## config.mk

```make
export PLATFORM = sky130hd
export DESIGN_NAME = alu_arbiter
export DESIGN_NICKNAME = d
export VERILOG_FILES = /design/src/rtl/alu_arbiter.sv
export SDC_FILE = /design/constraint.sdc
export NUM_CORES = 1
export LEC_CHECK = 0
export ABC_AREA = 1
export CORE_MARGIN = 5
export CORE_UTILIZATION = 40
export CTS_BUF_LIST = sky130_fd_sc_hd__clkbuf_8
export CTS_CLUSTER_DIAMETER = 120
export DETAILED_ROUTE_END_ITERATION = 8
export PLACE_DENSITY_LB_ADDON = 0.05
export SYNTH_ARGS = -nofsm -noshare
export SYNTH_HDL_FRONTEND = slang
export SYNTH_SLANG_ARGS = --single-unit
```

## constraint.sdc

```tcl
create_clock -name clk -period 3.6 [get_ports clk]
set_input_delay 0.36 -clock clk [delete_from_list [all_inputs] [get_ports clk]]
set_output_delay 0.36 -clock clk [all_outputs]
set_load 0.05 [all_outputs]
```

## src/rtl/alu_arbiter.sv

```systemverilog
// Round-robin arbiter sharing one combinational ALU between two requesters.
// Optional ALU_ARB_BUSY_CNT_EN adds a busy_cnt output counting non-IDLE cycles.
module alu_arbiter #(
  parameter int WIDTH = 32,
  parameter int OPW   = 3
) (
  input  logic             clk,
  input  logic             reset,
  input  logic             req0_valid,
  output logic             req0_ready,
  input  logic [WIDTH-1:0] req0_a,
  input  logic [WIDTH-1:0] req0_b,
  input  logic [OPW-1:0]   req0_op,
  input  logic             req1_valid,
  output logic             req1_ready,
  input  logic [WIDTH-1:0] req1_a,
  input  logic [WIDTH-1:0] req1_b,
  input  logic [OPW-1:0]   req1_op,
  output logic [WIDTH-1:0] alu_a,
  output logic [WIDTH-1:0] alu_b,
  output logic [OPW-1:0]   alu_op,
  input  logic [WIDTH-1:0] alu_c,
  output logic             rsp_valid,
  input  logic             rsp_ready,
  output logic             rsp_id,
  output logic [WIDTH-1:0] rsp_data
`ifdef ALU_ARB_BUSY_CNT_EN
  ,
  output logic [31:0]      busy_cnt
`endif
);

  // Handshake: a transfer happens on any edge where valid && ready are both high;
  // ready is only offered in IDLE, to the granted requester, and never during reset.
  typedef enum logic [1:0] {IDLE, EXEC, RESP} state_t;

  state_t           state, state_nxt;
  logic             rr_ptr;
  logic             grant_id;
  logic             accept;
  logic [WIDTH-1:0] a_q, b_q;
  logic [OPW-1:0]   op_q;
  logic             id_q;

  always_comb begin
    grant_id = 1'b0;
    if (req0_valid && req1_valid) grant_id = rr_ptr;
    else                          grant_id = req1_valid;
    accept     = (state == IDLE) && (req0_valid || req1_valid) && !reset;
    req0_ready = accept && !grant_id;
    req1_ready = accept && grant_id;
  end

  always_comb begin
    state_nxt = state;
    case (state)
      IDLE:    if (accept) state_nxt = EXEC;
      EXEC:    state_nxt = RESP;
      RESP:    if (rsp_ready) state_nxt = IDLE;
      default: state_nxt = IDLE;
    endcase
  end

  always_ff @(posedge clk or posedge reset) begin
    if (reset) state <= IDLE;
    else       state <= state_nxt;
  end

  // Operand latch; the ALU only ever sees these registers.
  always_ff @(posedge clk or posedge reset) begin
    if (reset) begin
      rr_ptr <= 1'b0;
      a_q    <= '0;
      b_q    <= '0;
      op_q   <= '0;
      id_q   <= 1'b0;
    end else if (accept) begin
      rr_ptr <= !grant_id;
      id_q   <= grant_id;
      a_q    <= grant_id ? req1_a  : req0_a;
      b_q    <= grant_id ? req1_b  : req0_b;
      op_q   <= grant_id ? req1_op : req0_op;
    end
  end

  always_ff @(posedge clk or posedge reset) begin
    if (reset) begin
      rsp_data <= '0;
      rsp_id   <= 1'b0;
    end else if (state == EXEC) begin
      rsp_data <= alu_c;
      rsp_id   <= id_q;
    end
  end

  assign alu_a     = a_q;
  assign alu_b     = b_q;
  assign alu_op    = op_q;
  assign rsp_valid = (state == RESP);

`ifdef ALU_ARB_BUSY_CNT_EN
  always_ff @(posedge clk or posedge reset) begin
    if (reset)              busy_cnt <= '0;
    else if (state != IDLE) busy_cnt <= busy_cnt + 32'd1;
  end
`endif

endmodule

```

==> reports/results.ini <==
[finish]
n_antenna_cell=0
nNetsFinal=1095
drive_gt1_frac=0.0420
syn_to_final_growth_pct=60.0

[sta]
slew_viol_final=0
skew_ns=0.0101
fin_setup_tns_ns=0
rsz0062_at_grt=no
worst_hold_slack_ns=0.476
fin_crit_ns=2.65
relSlewSlack=0.437
max_freq_mhz=377
post-route-period-util=0.736
finalHoldViolCount=0
max_slew.worst_pin.slew_ns=0.845
setup_viol=0

[routing]
first_pass_iters=5
vias=5259
drt_iter0_markers=299
wl_mm=16.5
wl_per_cell_um=15.0
drtAntennaViolNets=0
drc_errors=0
vias_per_cell=4.79

[worst_setup_path]
crit_arrival_ns=2.29
r2r-start=state[1]
crit_family=buffers and inverters
cpPeakStageDelay_ns=0.45
crit_slowest_cell=inv_2
r2r-end=alu_a[28]
startpoint_type=flip-flop
worstPathCellList=inv_2 -> nand2_2 -> nor3_4 -> buf_4 -> nand2_1 -> inv_1 -> buf_12
worstPathRequired_ns=3.24
cp.depth=7
worst_r2r_path_depth=6
path_class=flip-flop to output port
r2r_setup_slack_ns=1.66
worstPathMaxFanout=36
cp_num_buf_inv=4
cp-end-kind=output port

[flow_run]
drv_cap=0

[grt]
grt_max_degree=69
gr-usage-all-layers=0.223
antenna_found_initial=0
grt_pass1_wl_mm=26.5
grt_overflow=0
grt_pass1_vias=5293

[hold_path]
min_to=rsp_data[12]
hp-class=flip-flop to flip-flop
min_delay_path_depth=2
min_from=rsp_data[12]

[cts]
postCtsHoldBufs=0
clock_sinks=104
clk_transition_reported_paths_ns=0.10
clockBufferDepth=2
ctsResizeCount=0
cts_htree_levels=3
postCtsSetupBuffers=0
cts_tree=yes
root_buffer=clkbuf_8
worst_skew_pair.late_latency_ns=0.35
cts_buffers=9

[die]
die_w_um=122
die_area_um2=14800
coreArea_um2=12100
die_h_um=122
io_pins=274
start_util=0.413
rows=40

[synthesis]
syn-num-nets=846
ys_ff_latch=104
synth_area_per_cell_um2=7.41
syn_area_um2=5000
postSynthCellCount=675
synth_cell_types=14
yosysWarnings=0
seq_area_frac_synth=0.520

[placed_design]
hpwl_mm=12.4
portBuffers=273
gp_congestion=0.828

[power_and_ir_drop]
ir_drop_mv=0.557
powerDensity_nw_per_um2=863
p_leak_uw=0.00404
total_power_uw=6910

[status]
outcome=finished, final reports clean

==> per-layer routing <==
layer	up-vias	routed length [µm]	track usage
met2	223	8140	0.379
met5	-	0	0
met4	0	369	0.0749
li1	2588	-	-
met1	2422	6490	0.274
met3	26	1500	0.0641
==> layout make-up <==
class                           count  area, µm²
Clock buffer                       11        151
Tap cell                          168        210
Timing Repair Buffer              284       2830
Fill cell                        1041       4110
Inverter                            8       32.5
Clock inverter                      5       78.8
Sequential cell                   104       2600
Multi-Input combinational cell    517       2100
==> power by group <==
part	switching, µW	internal [µW]
combinational	2810	1320
sequential	285	1680
clock	380	429
total	3470	3440
==> layout by cell type, fill, tap and decap left out, drive strengths merged <==
| cell | n |
|---|---|
| inv | 8 |
| clkinv | 3 |
| dfrtp | 104 |
| clkbuf | 11 |
| nor3 | 1 |
| bufinv | 2 |
| o21ai | 1 |
| clkdlybuf4s50 | 270 |
| nand2 | 412 |
| nor2 | 3 |
| nand3 | 100 |
| buf | 14 |
==> worst min-delay path: stages, from the launching register on <==
cell	delay, ns
dfrtp_1	0.35
nand2_1	0.05
nand2_1	0.04
==> sequential cells by signal (all words and copies together), names as in the netlist <==
register  flops
alu_a        32
alu_b        32
rsp_data     32
alu_op        3
state         2
id_q          1
rr_ptr        1
rsp_id        1
==> worst max path at each step <==
stage / startpoint / end / slack, ns
2_1_floorplan: reset / alu_b[0] / 0.19
3_3_place_gp: req0_valid / req0_ready / 1.33
3_5_place_dp: req0_valid / req0_ready / 1.33
4_1_cts: state[1] / req0_ready / 0.93
5_1_grt: state[1] / req0_ready / 0.74
6_report: state[1] / req0_ready / 0.95
==> synthesized netlist by cell type <==
cell type / n / area [µm²]
inv_1: 6 / 22.5
nand2_2: 3 / 18.8
dfrtp_1: 104 / 2600
buf_2: 16 / 80.1
clkbuf_1: 17 / 63.8
inv_2: 2 / 7.51
nand2_1: 409 / 1540
buf_4: 4 / 30.0
nor2_4: 1 / 11.3
buf_6: 9 / 101
nor2_1: 2 / 7.51
o21ai_0: 1 / 5.00
nand3_1: 100 / 500
nor3_4: 1 / 16.3
==> kinds of logic (layout without fill, tap and decap cells) <==
kind of cell / count (synthesis) / in the layout / synth area share
AND/OR/NAND/NOR: 516 / 516 / 0.418
flip-flops: 104 / 104 / 0.520
buffers and inverters: 54 / 308 / 0.0610
AO/OA/AOI/OAI: 1 / 1 / 0.00100
==> through the flow <==
step | std cells | util | setup slack [ns] | area (µm²)
2_1_floorplan | 675 | - | 0.185 | 5000
6_report | 1097 | 0.661 | 0.951 | 8000
4_1_cts | 1097 | 0.661 | 0.926 | 8000
3_3_place_gp | 1081 | 0.642 | 1.33 | 7770
3_5_place_dp | 1081 | 0.642 | 1.33 | 7770
5_1_grt | 1097 | 0.661 | 0.737 | 8000
Power figures use the tool's default switching activity.
